**src/rtl/c_joiner2_pkg.sv**
```systemverilog
// Shared types and constants for the two-input drive/free joiner.
package c_joiner2_pkg;

    typedef enum logic {
        COLLECT = 1'b0,
        FIRE    = 1'b1
    } state_e;

    localparam int unsigned ERR_OVF0   = 0;
    localparam int unsigned ERR_OVF1   = 1;
    localparam int unsigned ERR_CREDIT = 2;
    localparam int unsigned ERR_W      = 3;
    localparam int unsigned WDOG_W     = 16;
    localparam int unsigned PCNT_W     = 4;

endpackage

```
**src/rtl/c_joiner2_if.sv**
```systemverilog
// Handshake bundle between two upstreams, the joiner and one downstream.
// o_wdog exists only when JOIN2_WATCHDOG_EN is defined.
interface c_joiner2_if #(
    parameter int unsigned DATA_WIDTHI0 = 12,
    parameter int unsigned DATA_WIDTHI1 = 20
);
    import c_joiner2_pkg::*;

    localparam int unsigned DATA_WIDTHOUT = DATA_WIDTHI0 + DATA_WIDTHI1;

    logic                     i_drive0;
    logic [DATA_WIDTHI0-1:0]  i_data0;
    logic                     i_drive1;
    logic [DATA_WIDTHI1-1:0]  i_data1;
    logic                     i_freeNext;
    logic                     o_free0;
    logic                     o_free1;
    logic                     o_driveNext;
    logic [DATA_WIDTHOUT-1:0] o_data;
    logic [ERR_W-1:0]         o_err;
`ifdef JOIN2_WATCHDOG_EN
    logic                     o_wdog;
`endif

    // Joiner side
    modport slave (
        input  i_drive0, i_data0, i_drive1, i_data1, i_freeNext,
        output o_free0, o_free1, o_driveNext, o_data, o_err
`ifdef JOIN2_WATCHDOG_EN
        , output o_wdog
`endif
    );

    // Environment side (upstreams + downstream)
    modport master (
        output i_drive0, i_data0, i_drive1, i_data1, i_freeNext,
        input  o_free0, o_free1, o_driveNext, o_data, o_err
`ifdef JOIN2_WATCHDOG_EN
        , input o_wdog
`endif
    );

endinterface

```
**src/rtl/c_joiner2_sync_edge_tap.sv**
```systemverilog
// Rising-level event detector; previous level resets high so a level held
// through reset release does not produce an event.
module sync_edge_tap (
    input  logic clk,
    input  logic rst,
    input  logic level_i,
    output logic rise_c_o
);

    logic prev_q;

    // Track the previous sampled level
    always_ff @(posedge clk) begin
        if (rst) begin
            prev_q <= 1'b1;
        end else begin
            prev_q <= level_i;
        end
    end

    assign rise_c_o = level_i & ~prev_q;

endmodule

```
**src/rtl/c_joiner2_sync.sv**
```systemverilog
// Two-input joiner: collects one payload per upstream, fires one joined
// drive pulse downstream and frees both upstreams.
// Optional watchdog: define JOIN2_WATCHDOG_EN.
module c_joiner2_sync
    import c_joiner2_pkg::*;
#(
    parameter  int unsigned DATA_WIDTHI0  = 12,
    parameter  int unsigned DATA_WIDTHI1  = 20,
    parameter  int unsigned PULSE_W       = 2,
    parameter  int unsigned INIT_FREE     = 1,
    localparam int unsigned DATA_WIDTHOUT = DATA_WIDTHI0 + DATA_WIDTHI1
) (
    input  logic        clk,
    input  logic        rst,
    c_joiner2_if.slave  bus
);

    logic ev_drive0_c;
    logic ev_drive1_c;
    logic ev_free_c;
    logic fire_c;

    state_e                   state_q;
    logic [PCNT_W-1:0]        pcnt_q;
    logic                     pulse_q;
    logic [DATA_WIDTHOUT-1:0] data_q;
    logic [DATA_WIDTHI0-1:0]  slot0_q;
    logic [DATA_WIDTHI1-1:0]  slot1_q;
    logic                     full0_q;
    logic                     full1_q;
    logic                     credit_q;
    logic [ERR_W-1:0]         err_q;

    sync_edge_tap u_tap_drive0 (.clk(clk), .rst(rst), .level_i(bus.i_drive0),   .rise_c_o(ev_drive0_c));
    sync_edge_tap u_tap_drive1 (.clk(clk), .rst(rst), .level_i(bus.i_drive1),   .rise_c_o(ev_drive1_c));
    sync_edge_tap u_tap_free   (.clk(clk), .rst(rst), .level_i(bus.i_freeNext), .rise_c_o(ev_free_c));

    // A fresh freeNext event counts as credit at the same edge
    assign fire_c = (state_q == COLLECT) & full0_q & full1_q & (credit_q | ev_free_c);

    // Pulse FSM: one join per fire, pulses held PULSE_W cycles
    always_ff @(posedge clk) begin
        if (rst) begin
            state_q <= COLLECT;
            pcnt_q  <= '0;
            pulse_q <= 1'b0;
            data_q  <= '0;
        end else begin
            case (state_q)
                COLLECT: begin
                    if (fire_c) begin
                        state_q <= FIRE;
                        pulse_q <= 1'b1;
                        pcnt_q  <= PCNT_W'(PULSE_W - 1);
                        data_q  <= {slot1_q, slot0_q};
                    end
                end
                FIRE: begin
                    if (pcnt_q == '0) begin
                        state_q <= COLLECT;
                        pulse_q <= 1'b0;
                    end else begin
                        pcnt_q <= pcnt_q - PCNT_W'(1);
                    end
                end
                default: begin
                    state_q <= COLLECT;
                    pulse_q <= 1'b0;
                end
            endcase
        end
    end

    // Payload slots: capture only into an empty slot, clear on fire
    always_ff @(posedge clk) begin
        if (rst) begin
            slot0_q <= '0;
            slot1_q <= '0;
            full0_q <= 1'b0;
            full1_q <= 1'b0;
        end else if (fire_c) begin
            full0_q <= 1'b0;
            full1_q <= 1'b0;
        end else begin
            if (ev_drive0_c && !full0_q) begin
                slot0_q <= bus.i_data0;
                full0_q <= 1'b1;
            end
            if (ev_drive1_c && !full1_q) begin
                slot1_q <= bus.i_data1;
                full1_q <= 1'b1;
            end
        end
    end

    // Downstream credit: set by freeNext, consumed by fire
    always_ff @(posedge clk) begin
        if (rst) begin
            credit_q <= (INIT_FREE != 0);
        end else if (fire_c) begin
            credit_q <= 1'b0;
        end else if (ev_free_c) begin
            credit_q <= 1'b1;
        end
    end

    // Sticky protocol errors; a full slot is also full on its fire edge
    always_ff @(posedge clk) begin
        if (rst) begin
            err_q <= '0;
        end else begin
            if (ev_drive0_c && full0_q) err_q[ERR_OVF0]   <= 1'b1;
            if (ev_drive1_c && full1_q) err_q[ERR_OVF1]   <= 1'b1;
            if (ev_free_c && credit_q)  err_q[ERR_CREDIT] <= 1'b1;
        end
    end

    assign bus.o_driveNext = pulse_q;
    assign bus.o_free0     = pulse_q;
    assign bus.o_free1     = pulse_q;
    assign bus.o_data      = data_q;
    assign bus.o_err       = err_q;

`ifdef JOIN2_WATCHDOG_EN
    logic [WDOG_W-1:0] wcnt_q;
    logic [WDOG_W-1:0] wcnt_d;
    logic              wdog_q;

    // Count cycles spent with both slots full but no downstream credit
    always_comb begin
        wcnt_d = wcnt_q;
        if (fire_c) begin
            wcnt_d = '0;
        end else if (full0_q && full1_q && !credit_q && (wcnt_q != '1)) begin
            wcnt_d = wcnt_q + WDOG_W'(1);
        end
    end

    // Watchdog counter and sticky flag
    always_ff @(posedge clk) begin
        if (rst) begin
            wcnt_q <= '0;
            wdog_q <= 1'b0;
        end else begin
            wcnt_q <= wcnt_d;
            if (wcnt_d == '1) wdog_q <= 1'b1;
        end
    end

    assign bus.o_wdog = wdog_q;
`endif

endmodule
```
**src/flat_wrapper.sv**
```systemverilog
// flat-port wrapper written by rule: the top's interface ports become plain ports
module c_joiner2_sync_flat import c_joiner2_pkg::*;
#(
    parameter  int unsigned DATA_WIDTHI0  = 12,
    parameter  int unsigned DATA_WIDTHI1  = 20,
    parameter  int unsigned PULSE_W       = 2,
    parameter  int unsigned INIT_FREE     = 1,
    localparam int unsigned DATA_WIDTHOUT = DATA_WIDTHI0 + DATA_WIDTHI1
)
  (clk, rst, bus_i_drive0, bus_i_data0, bus_i_drive1, bus_i_data1, bus_i_freeNext, bus_o_free0, bus_o_free1, bus_o_driveNext, bus_o_data, bus_o_err);
  c_joiner2_if #(.DATA_WIDTHI0(DATA_WIDTHI0), .DATA_WIDTHI1(DATA_WIDTHI1)) bus_i ();
  input  logic clk;
  input  logic rst;
  input wire logic [$bits(bus_i.i_drive0)-1:0] bus_i_drive0;
  input wire logic [$bits(bus_i.i_data0)-1:0] bus_i_data0;
  input wire logic [$bits(bus_i.i_drive1)-1:0] bus_i_drive1;
  input wire logic [$bits(bus_i.i_data1)-1:0] bus_i_data1;
  input wire logic [$bits(bus_i.i_freeNext)-1:0] bus_i_freeNext;
  output wire logic [$bits(bus_i.o_free0)-1:0] bus_o_free0;
  output wire logic [$bits(bus_i.o_free1)-1:0] bus_o_free1;
  output wire logic [$bits(bus_i.o_driveNext)-1:0] bus_o_driveNext;
  output wire logic [$bits(bus_i.o_data)-1:0] bus_o_data;
  output wire logic [$bits(bus_i.o_err)-1:0] bus_o_err;
  assign bus_i.i_drive0 = bus_i_drive0;
  assign bus_i.i_data0 = bus_i_data0;
  assign bus_i.i_drive1 = bus_i_drive1;
  assign bus_i.i_data1 = bus_i_data1;
  assign bus_i.i_freeNext = bus_i_freeNext;
  assign bus_o_free0 = bus_i.o_free0;
  assign bus_o_free1 = bus_i.o_free1;
  assign bus_o_driveNext = bus_i.o_driveNext;
  assign bus_o_data = bus_i.o_data;
  assign bus_o_err = bus_i.o_err;
  c_joiner2_sync #(.DATA_WIDTHI0(DATA_WIDTHI0), .DATA_WIDTHI1(DATA_WIDTHI1), .PULSE_W(PULSE_W), .INIT_FREE(INIT_FREE)) u_core (.clk(clk), .rst(rst), .bus(bus_i));
endmodule
```
**config.mk**
```make
export PLATFORM = sky130hd
export DESIGN_NAME = c_joiner2_sync_flat
export DESIGN_NICKNAME = d
export VERILOG_FILES = /design/src/rtl/c_joiner2_pkg.sv /design/src/rtl/c_joiner2_if.sv /design/src/rtl/c_joiner2_sync_edge_tap.sv /design/src/rtl/c_joiner2_sync.sv /design/src/flat_wrapper.sv
export SDC_FILE = /design/constraint.sdc
export NUM_CORES = 1
export LEC_CHECK = 0
export ABC_AREA = 1
export BUFFER_PORTS_ARGS = -buffer_cell sky130_fd_sc_hd__buf_2
export CAP_MARGIN = 20
export CORE_AREA = 8 8 64 107
export CTS_CLUSTER_SIZE = 14
export DETAILED_ROUTE_END_ITERATION = 7
export DIE_AREA = 0 0 72 115
export PLACE_DENSITY = 0.77
export SETUP_SLACK_MARGIN = 0.1
export SLEW_MARGIN = 5
export SYNTH_ARGS = -nofsm -noshare
export SYNTH_HDL_FRONTEND = slang
export SYNTH_SLANG_ARGS = --single-unit
```
**constraint.sdc**
```tcl
create_clock -name clk -period 1.97 [get_ports clk]
set_input_delay 0.2955 -clock clk [delete_from_list [all_inputs] [get_ports clk]]
set_output_delay 0.2955 -clock clk [all_outputs]
set_load 0.1 [all_outputs]
```
# == After elaboration in Yosys (flattened, before gate mapping) ==
# Cells that the tools add are included.
# totals
reg_bits,79
output_inout_bits,38
# op_classes
add_sub_neg,1
n_eq_ne,3
mux,11
bitwise_logic,12
n_reduce_logical,15
# op_table
operator,n
$reduce_and 2->1,5
$mux 4,2
$pmux 4 s2,1
$and 1x1->1,6
$mux 1,6
$logic_and 1x1->1,5
$not 1->1,5
$logic_not 4->1,1
$ne 2x2->1 const B,2
$pmux 1 s2,2
$sub 4x1->4 const B,1
$logic_not 1->1,2
$ne 2x1->1 const B,1
$reduce_bool 2->1,1
$reduce_or 2->1,1
$or 1x1->1,1

# == Depth between registers and ports, before layout ==
# Gate-level depths: netlist (run 1).
# depth
word_depth,6
ltp_mapped,8
depth_no_buf,8

# == Hierarchy ==
# Synthesis (run 1) repeated with hierarchy kept, for this count alone.
# hier_totals
cells_unflattened,358
area_unflattened_um2,2857.7
# by_module_without_submodules
mod,n_inst,cells_per_inst,area_per_inst_um2,seq_area_each_um2
c_joiner2_sync,1,343,2745.1,1521.5
sync_edge_tap,3,5,37.5,20.0

# == Worst setup path before layout (run 1) ==
# OpenSTA, ideal clock, no wires.
# synth_timing
kind,register to output
startpoint,"reg u_core.pulse_q, in the netlist u_core.bus.o_driveNext"
endpoint,out bus_o_free0
arrival_ns,1.391
slack_ns,0.283
stages_incl_launch_ff,2
path_buffers,1
cell_sequence,dfxtp_1 > buf_4
# synth_rtl
element,line_no,rtl
"start, declared",c_joiner2_sync.sv:25,logic pulse_q;
"start signal, assigned",c_joiner2_sync.sv:46,pulse_q <= 1'b0;
"start signal, assigned",c_joiner2_sync.sv:53,pulse_q <= 1'b1;
"start signal, assigned",c_joiner2_sync.sv:61,pulse_q <= 1'b0;
"end, declared",flat_wrapper.sv:19,output wire logic [$bits(bus_i.o_free0)-1:0] bus_o_free0;
# No word-level cell between the ends.

# == Worst setup path after layout (run 1) ==
# layout_timing
startpoint,reg u_core.full0_q
endpoint,reg u_core.full1_q
# layout_via
elab_chain_cells,4
# layout_rtl
element,line_no,rtl
"start, declared",c_joiner2_sync.sv:29,logic full0_q;
"start signal, assigned",c_joiner2_sync.sv:79,full0_q <= 1'b0;
"start signal, assigned",c_joiner2_sync.sv:82,full0_q <= 1'b0;
"start signal, assigned",c_joiner2_sync.sv:87,full0_q <= 1'b1;
$and 1x1->1 (3 in a row),c_joiner2_sync.sv:39,assign fire_c = (state_q == COLLECT) & full0_q & full1_q & (credit_q | ev_free_c);
$reduce_or 2->1 (no line),-,
"end signal, assigned",c_joiner2_sync.sv:80,full1_q <= 1'b0;
"end signal, assigned",c_joiner2_sync.sv:83,full1_q <= 1'b0;
"end signal, assigned",c_joiner2_sync.sv:91,full1_q <= 1'b1;
"end, declared",c_joiner2_sync.sv:30,logic full1_q;
# Every way passes these cells.
# A chain may end at the register's enable or synchronous reset.

==> results by group, run 1 <==
Clocking
  – Clk sink count: 79
  – Hold Buf Count CTS: 0
  – Worst-path clk slew: 70 ps
  – Total CTS buffers: 9
  – CTS tree: yes
  – Clock Latency Late Sink: 340 ps
  – Cts repair resizes: 0
  – Post-CTS Setup Repair Bufs: 0
  – CTS H-tree depth: 3
  – Root Driver: clkbuf_8
  – Maximum buffer depth of the clock tree: 2

Power and ir drop
  – VDD IR max: 0.508 mV
  – Leak: 0.00145 uW
  – Total Power: 2950 uW
  – Power per cell area: 864 nW/um^2

STA
  – Final worst path period share: 0.777
  – RSZ-0062 raised after global routing: false
  – Slew headroom: 0.515
  – Final min period: 1530 ps
  – Total negative slack: 0 ps
  – Fin worst setup slack: 439 ps
  – Final Hold Fails: 0
  – FMAX: 653 MHz
  – Final setup fails: 0
  – Max Slew Vio Count: 0
  – Skew final: 4.35 ps
  – Worst Max-Slew Pin Slew: 726 ps

Synthesis
  – Mean Syn Cell Area: 8.02 sq um
  – Commonest cells in the netlist: dfxtp_1 (79), nor2_1 (72), nand2_1 (45)
  – Yosys warning total: 0
  – Synth Net Count: 395
  – Post-Synthesis Cell Area: 2860 sq um
  – Synth unique cells: 20
  – Async set-reset flop share out of synthesis: 0
  – Synth area leader: dfxtp_1
  – Register area share after synthesis: 0.554
  – Synth Flop Type: dfxtp_1
  – Gate Count Post-Synth: 356
  – Top cells by area, synth: dfxtp_1 (55%), nor2_1 (9.5%), a21oi_1 (6.8%)
  – Top-count cell post-synth: dfxtp_1
  – Top cell type's share of synthesized area: 0.554
  – Post-synthesis register bit count: 79
  – EDFF count, synth: 0

Setup path
  – CP Data Required Time: 2180 ps
  – Critical path, cell by cell: nand2_1 > nor2_2 > nand2_2 > inv_4 > nor2_1 > inv_1 > a21oi_2
  – WS Path Type: reg -> reg
  – Setup crit end kind: register
  – Slowest stage delay, CP: 350 ps
  – Critical path's slowest cell: dfxtp_1
  – Worst path arrival time: 1740 ps
  – CP Launch Type: register
  – Worst-path maximum fanout: 34

Outcome
  – Status: finished, final reports clean

Die
  – # rows: 36
  – Initial Util: 0.524
  – CORE AREA: 5450 sq um
  – I/O pin cnt: 75
  – Die Ht: 115 um
  – Die W: 72 um
  – Die area: 8280 sq um

Global routing
  – Initial antenna violation count: 0
  – GRT overflow: 0
  – Largest net degree at the start of global routing: 35
  – Vias in the first global route: 2563
  – GRT Total Usage: 0.173
  – First-pass GRT wire length: 11300 um

Routing
  – Final ANT Viol Nets: 0
  – Via count of the routed design: 2515
  – 1st-iter DRT viols: 135
  – Vias/cell: 4.99
  – Initial DRT Pass Iterations: 6
  – Wire per inst: 13.4 um
  – Routed WL: 6740 um
  – DRC viols: 0

Run
  – Max-cap violations: 0

Final layout
  – Area of the multi-input gates: 1080 sq um
  – Fillers: 515
  – Layout overhead on the synthesized area: 19.4%
  – Reg area: 1580 sq um
  – Nets@finish: 464
  – Layout cells sized above 1: 0.243
  – Number of diodes: 0

Worst hold path
  – Hold Crit Class: in -> reg

Placed design
  – RD Place Congestion: 0.791
  – Post-detail-place hpwl: 4770 um
  – Port Buffers: 74
  – Dpl ws: 420 ps
## power by group
| group | total [uW] | internal [uW] | leakage, uW | switching [uW] |
|---|---|---|---|---|
| Sequential | 1650 | 1630 | 0.000640 | 18.2 |
| Combinational | 267 | 78.0 | 0.000727 | 189 |
| Clock | 1030 | 512 | 0.0000854 | 515 |
## final timing paths
path / from / to / slack [ps] / cells past startpoint
worst max-delay path: u_core.full0_q / u_core.full1_q / 440 / 7
worst min-delay path: bus_i_drive1 / u_core.u_tap_drive1.prev_q / 150 / 3
worst max register to register: u_core.full0_q / u_core.full1_q / 440 / 7
worst min register to register: u_core.slot1_q[7] / u_core.slot1_q[7] / 460 / 2
## per-stage QoR
stage / instance area, sq um / hold slack, ps / util / instances
finish: 3410 / 147 / 0.626 / 504
global route: 3410 / 134 / 0.626 / 504
CTS: 3410 / 133 / 0.626 / 504
detailed placement: 3250 / 449 / 0.596 / 490
global placement: 3250 / 445 / 0.596 / 490
floorplan: 2860 / 392 / - / 356
## flip-flops by register name, summed over array words and instances (netlist names)
register and count:
u_core.state_q 1, u_core.bus.o_data 32, u_core.u_tap_drive0.prev_q 1, u_core.slot0_q 12, u_core.slot1_q 20, u_core.full0_q 1
u_core.bus.o_err 3, u_core.full1_q 1, u_core.u_tap_free.prev_q 1, u_core.u_tap_drive1.prev_q 1, u_core.bus.o_driveNext 1, u_core.credit_q 1
u_core.pcnt_q 4
## kinds of logic after synthesis
family                     after synthesis  share of synthesized area
adders and majority gates                2                    0.00876
AOI/OAI and AO/OA                       76                      0.137
DFF                                     79                      0.554
buffers and inverters                   38                     0.0670
and+or+nand+nor                        161                      0.234
## placed cells by master, fill, tap and decap left out, types with 3 or more instances in the layout
master    synthesis  final
a21oi_1          39     39
buf_2            10     74
buf_4             2      8
clkbuf_8          0     11
dfxtp_1          79     79
inv_1            13     13
nand2_1          45     45
nand2_2           3      3
nand3_1          36     36
nor2_1           72     72
o21ai_0          34     34
## cell type report
class                      instances  share of cell area
inverter                          14              0.0161
multi-input combinational        239               0.318
timing repair buffer              82               0.126
tap                               76              0.0279
clock inverter                     1             0.00147
clock buffer                      13              0.0466
sequential                        79               0.464
## worst max-delay path, delay by kind of cell, from the launching register on
family | cells | cell delay [ps]
DFF | 1 | 350
AOI/OAI and AO/OA | 1 | 40
and+or+nand+nor | 4 | 530
buffers and inverters | 2 | 480
## layer usage
layer  track usage  share of wire  vias up
met5             0              0        -
met2         0.306           0.52       74
met1         0.166           0.39     1133
met4         0.137          0.043        0
met3        0.0410          0.045       19
li1              -              -     1289
No activity file was read; power rests on OpenSTA's default activity.
==> inputs of run 2 (changes only) <==
--- a/config.mk
+++ b/config.mk
@@ -5,14 +5,14 @@
 export SDC_FILE = /design/constraint.sdc
 export NUM_CORES = 1
 export LEC_CHECK = 0
-export ABC_AREA = 1
+export ABC_AREA = 0
 export BUFFER_PORTS_ARGS = -buffer_cell sky130_fd_sc_hd__buf_2
 export CAP_MARGIN = 20
-export CORE_AREA = 8 8 64 107
+export CORE_AREA = 8 8 66 110
 export CTS_CLUSTER_SIZE = 14
 export DETAILED_ROUTE_END_ITERATION = 7
-export DIE_AREA = 0 0 72 115
-export PLACE_DENSITY = 0.77
+export DIE_AREA = 0 0 74 118
+export PLACE_DENSITY = 0.73
 export SETUP_SLACK_MARGIN = 0.1
 export SLEW_MARGIN = 5
 export SYNTH_ARGS = -nofsm -noshare
==> constraint.sdc (replaced) <==
create_clock -name clk -period 1.55 [get_ports clk]
set_input_delay 0.2325 -clock clk [delete_from_list [all_inputs] [get_ports clk]]
set_output_delay 0.2325 -clock clk [all_outputs]
set_load 0.1 [all_outputs]
==> run 2 against run 1 <==
  * Clock power is 65% higher
  * Critical path depth down 1
  * Total power is 36% higher
  * Area after synthesis up 0.13%
  * Largest power group unchanged
  * Highest routed layer unchanged
==> results by group, run 2 <==
STA
  – Max Slew Vio Count: 0
  – Final setup fails: 0
  – Final min period: 1440 ps
  – Slew headroom: 0.668
  – Worst Max-Slew Pin Slew: 501 ps
  – Total negative slack: 0 ps
  – Final Hold Fails: 0
  – Final worst path period share: 0.928
  – Skew final: 7.88 ps
  – RSZ-0062 raised after global routing: true
  – FMAX: 695 MHz

Clocking
  – Worst-path clk slew: 80 ps
  – Total CTS buffers: 9
  – Maximum buffer depth of the clock tree: 2
  – Clock Latency Late Sink: 340 ps
  – Root Driver: clkbuf_8
  – Clk sink count: 79
  – Hold Buf Count CTS: 0
  – CTS tree: yes
  – CTS H-tree depth: 3

Setup path
  – CP Launch Type: register
  – Critical path, cell by cell: inv_1 > ha_1 > nor3b_4 > nor2b_1 > nor2_2 > a32o_1
  – Critical path's slowest cell: dfxtp_1
  – CP Data Required Time: 1780 ps
  – WS Path Type: reg -> reg
  – Slowest stage delay, CP: 360 ps
  – Worst path arrival time: 1670 ps
  – Worst-path maximum fanout: 3
  – Setup crit end kind: register

Die
  – Die Ht: 118 um
  – Die area: 8730 sq um
  – CORE AREA: 5790 sq um
  – I/O pin cnt: 75
  – Die W: 74 um
  – # rows: 37
  – Initial Util: 0.494

Synthesis
  – Top-count cell post-synth: nand2_1
  – Synth area leader: dfxtp_1
  – Top cell type's share of synthesized area: 0.553
  – Mean Syn Cell Area: 8.69 sq um
  – Synth Flop Type: dfxtp_1
  – Post-synthesis register bit count: 79
  – Commonest cells in the netlist: nand2_1 (105), dfxtp_1 (79), a21oi_1 (54)
  – Gate Count Post-Synth: 329
  – Synth Net Count: 368
  – Yosys warning total: 0
  – Top cells by area, synth: dfxtp_1 (55%), nand2_1 (14%), a21oi_1 (9.4%)
  – EDFF count, synth: 0
  – Async set-reset flop share out of synthesis: 0
  – Synth unique cells: 28
  – Register area share after synthesis: 0.553
  – Post-Synthesis Cell Area: 2860 sq um

Global routing
  – GRT Total Usage: 0.155
  – GRT overflow: 0
  – Largest net degree at the start of global routing: 26
  – Vias in the first global route: 2425
  – Initial antenna violation count: 0
  – First-pass GRT wire length: 10800 um

Power and ir drop
  – VDD IR max: 0.820 mV
  – Leak: 0.00148 uW
  – Power per cell area: 1120 nW/um^2
  – Seq pwr share: 0.519
  – Total Power: 4020 uW
  – Switching power: 865 uW
  – Sw Share: 0.215
  – Clock share of power: 0.423
  – Internal power: 3150 uW
  – Gate power share: 0.058

Final layout
  – Number of diodes: 0
  – Layout overhead on the synthesized area: 25.6%
  – Most frequent cells in the layout: nand2_1 (105), dfxtp_1 (77), buf_2 (74)
  – Number of flip-flops in the largest register: 32
  – Nets@finish: 448
  – Layout cells sized above 1: 0.304
  – Most common cell after layout, fill and taps aside: nand2_1

Routing
  – Vias/cell: 4.76
  – DRC viols: 0
  – Initial DRT Pass Iterations: 4
  – Final ANT Viol Nets: 0
  – Routed WL: 6350 um
  – Wire per inst: 12.9 um
  – 1st-iter DRT viols: 148
  – Via count of the routed design: 2343

Worst hold path
  – Hold Crit Class: in -> reg

Placed design
  – Post-detail-place hpwl: 4580 um
  – Port Buffers: 74
  – RD Place Congestion: 0.748

Run
  – Max-cap violations: 0

Outcome
  – Status: finished, final reports clean
## run 2: critical path, delay by kind of cell (launching register included)
family,cells,cell delay [ps]
simple gates,3,430
flops,1,360
compound gates,1,260
fa+ha+maj,1,200
buf+inv,1,80
## run 2: power by group through the flow
stage | sequential [uW] | clock [uW] | combinational [uW]
2_1_floorplan | 2160 | 0 | 123
3_3_place_gp | 2130 | 0 | 228
3_5_place_dp | 2140 | 0 | 232
4_1_cts | 2090 | 1740 | 234
5_1_grt | 2090 | 1850 | 257
6_report | 2090 | 1700 | 232
## run 2: final timing paths
| check | start | end | slack (ps) | depth (start not counted) |
|---|---|---|---|---|
| min reg2reg | u_core.slot1_q[4] | u_core.bus.o_data[16] | 450 | 2 |
| max | u_core.pcnt_q[1] | u_core.pcnt_q[1] | 110 | 6 |
| max reg2reg | u_core.pcnt_q[1] | u_core.pcnt_q[1] | 110 | 6 |
| min | bus_i_freeNext | u_core.u_tap_free.prev_q | 100 | 2 |
## run 2: final cells by class
| cell class | count | area [sq um] |
|---|---|---|
| Tap cell | 78 | 97.6 |
| Timing Repair Buffer | 92 | 531 |
| Sequential cell | 79 | 1580 |
| Fill cell | 536 | 2190 |
| Clock inverter | 5 | 80.1 |
| Multi-Input combinational cell | 224 | 1140 |
| Inverter | 3 | 11.3 |
| Clock buffer | 11 | 151 |
## run 2: through the flow
stage           util  instance area, sq um  worst slack [ps]  std cells  hold WS, ps
2_1_floorplan      -                  2860               221        329          339
3_3_place_gp   0.573                  3320               197        472          433
3_5_place_dp   0.573                  3320               117        472          441
4_1_cts        0.613                  3550               102        488         81.5
5_1_grt        0.621                  3590              31.6        492         87.0
6_report       0.621                  3590               112        492         96.0
## run 2: kinds of logic after synthesis
family          count (synthesis)  share of synthesized area
flops                          79                      0.553
compound gates                 64                      0.126
fa+ha+maj                       2                    0.00875
simple gates                  146                      0.217
buf+inv                        26                     0.0542
mux                            12                     0.0420
## run 2: what timing repair did
item,in CTS,in global routing
setup endpoints to repair,0,12
hold endpoints to repair,0,0
buffers inserted,0,4
gates resized for setup,0,4
## run 2: layer usage
| metal | routed length [um] | GRT usage | vias up |
|---|---|---|---|
| met5 | 0 | 0 | - |
| met4 | 106 | 0.0831 | 0 |
| met3 | 317 | 0.0418 | 8 |
| met2 | 3370 | 0.264 | 54 |
| met1 | 2560 | 0.164 | 1057 |
| li1 | - | - | 1224 |
==> inputs of run 3 (changes only) <==
--- a/config.mk
+++ b/config.mk
@@ -13,6 +13,7 @@
 export DETAILED_ROUTE_END_ITERATION = 7
 export DIE_AREA = 0 0 74 118
 export PLACE_DENSITY = 0.73
+export RECOVER_POWER = 100
 export SETUP_SLACK_MARGIN = 0.1
 export SLEW_MARGIN = 5
 export SYNTH_ARGS = -nofsm -noshare
==> run 3 against run 2 <==
  * Combinational power fell by 2%
  * Sequential power barely moved
  * Clock skew is essentially flat
  * Routed wire length barely moved
  * Total power decreased by 0.28%
  * Sequential share of layout area increased by 0.32 points
  * Count of clock-buffer cells in the layout stayed put
==> results by group, run 3 (synthesis results as in run 2) <==
Die
  – I/O pin cnt: 75
  – Die Ht: 118 um
  – Initial Util: 0.494
  – Die area: 8730 sq um
  – CORE AREA: 5790 sq um
  – Die W: 74 um
  – # rows: 37

Routing
  – Vias/cell: 4.77
  – DRC viols: 0
  – Initial DRT Pass Iterations: 4
  – 1st-iter DRT viols: 129
  – Routed WL: 6350 um
  – Final ANT Viol Nets: 0
  – Via count of the routed design: 2349
  – Wire per inst: 12.9 um

Clocking
  – Worst-path clk slew: 70 ps
  – Clock Latency Late Sink: 340 ps
  – Maximum buffer depth of the clock tree: 2
  – Hold Buf Count CTS: 0
  – CTS tree: yes
  – Root Driver: clkbuf_8
  – Clk sink count: 79
  – Total CTS buffers: 9
  – CTS H-tree depth: 3

Placed design
  – RD Place Congestion: 0.748
  – Post-detail-place hpwl: 4580 um
  – Port Buffers: 74

Global routing
  – GRT overflow: 0
  – Initial antenna violation count: 0
  – Vias in the first global route: 2425
  – Largest net degree at the start of global routing: 26
  – GRT Total Usage: 0.155
  – First-pass GRT wire length: 10800 um

STA
  – Slew headroom: 0.276
  – Total negative slack: 0 ps
  – Worst hold slack: 97.1 ps
  – Max Slew Vio Count: 0
  – Final setup fails: 0
  – RSZ-0062 raised after global routing: true
  – Worst Max-Slew Pin Slew: 1090 ps
  – Skew final: 8.15 ps
  – Final min period: 1440 ps
  – Final Hold Fails: 0
  – Final worst path period share: 0.926
  – FMAX: 696 MHz

Final layout
  – Number of diodes: 0
  – Core Util, Final: 0.616
  – Layout overhead on the synthesized area: 24.7%
  – Nets@finish: 448
  – Most common cell after layout, fill and taps aside: nand2_1
  – Fillers: 549
  – Most frequent cells in the layout: nand2_1 (105), dfxtp_1 (77), a21oi_1 (57)
  – Layout cells sized above 1: 0.287
  – Number of flip-flops in the largest register: 32

Setup path
  – WS Path Type: reg -> reg
  – CP Data Required Time: 1780 ps
  – CP Launch Type: register
  – Worst path arrival time: 1660 ps
  – Setup crit end kind: register
  – Worst-path maximum fanout: 3

Power and ir drop
  – Internal power: 3150 uW
  – Power per cell area: 1120 nW/um^2
  – Seq pwr share: 0.521
  – Sw Share: 0.214
  – Leak: 0.00143 uW
  – Switching power: 858 uW
  – Total Power: 4010 uW
  – Clock share of power: 0.422
  – VDD IR max: 0.819 mV
  – Gate power share: 0.057

Outcome
  – Status: finished, final reports clean

Run
  – Max-cap violations: 0

Worst hold path
  – Hold Crit Class: in -> reg
## run 3: layout make-up
| class | instances | area (sq um) | area share |
|---|---|---|---|
| Clock buffer | 11 | 151 | 0.0425 |
| Multi-Input combinational cell | 224 | 1120 | 0.315 |
| Timing Repair Buffer | 92 | 517 | 0.145 |
| Sequential cell | 79 | 1580 | 0.444 |
| Clock inverter | 5 | 80.1 | 0.0225 |
| Tap cell | 78 | 97.6 | 0.0274 |
| Inverter | 3 | 11.3 | 0.00316 |
## run 3: routing by layer
metal,GRT usage,part of all wire,wire [um]
met1,0.164,0.40,2550
met2,0.264,0.53,3390
met3,0.0418,0.049,309
met4,0.0831,0.017,106
met5,0,0,0
## run 3: path summary, 6_finish.rpt
kind,cells after the start,from,end,slack (ps)
min,2,bus_i_freeNext,u_core.u_tap_free.prev_q,100
max reg2reg,6,u_core.pcnt_q[1],u_core.pcnt_q[1],110
min reg2reg,2,u_core.slot0_q[5],u_core.bus.o_data[5],450
max,6,u_core.pcnt_q[1],u_core.pcnt_q[1],110
## run 3: through the flow
stage / area (sq um) / setup WS [ps] / std cells
after floorplan: 2860 / 221 / 329
after global placement: 3320 / 197 / 472
after detailed placement: 3320 / 117 / 472
after CTS: 3550 / 102 / 488
after global routing: 3570 / 31.6 / 492
final: 3570 / 114 / 492
## run 3: timing repair
| action | in CTS | in global routing |
|---|---|---|
| hold endpoints to repair | 0 | 0 |
| resized for setup | 0 | 4 |
| buffers inserted | 0 | 4 |
| setup endpoints to repair | 0 | 12 |
## run 3: critical path: stages, from the launching register on
cell	delay [ps]
dfxtp_1	360
inv_1	80
ha_1	200
nor3b_4	160
nor2b_1	190
nor2_2	70
a32o_1	260
## run 3: power by group through the flow
stage	sequential (uW)	clock, uW	combinational, uW
after floorplan	2160	0	123
after global placement	2130	0	228
after detailed placement	2140	0	232
after CTS	2090	1740	234
after global routing	2090	1850	252
final	2090	1690	227
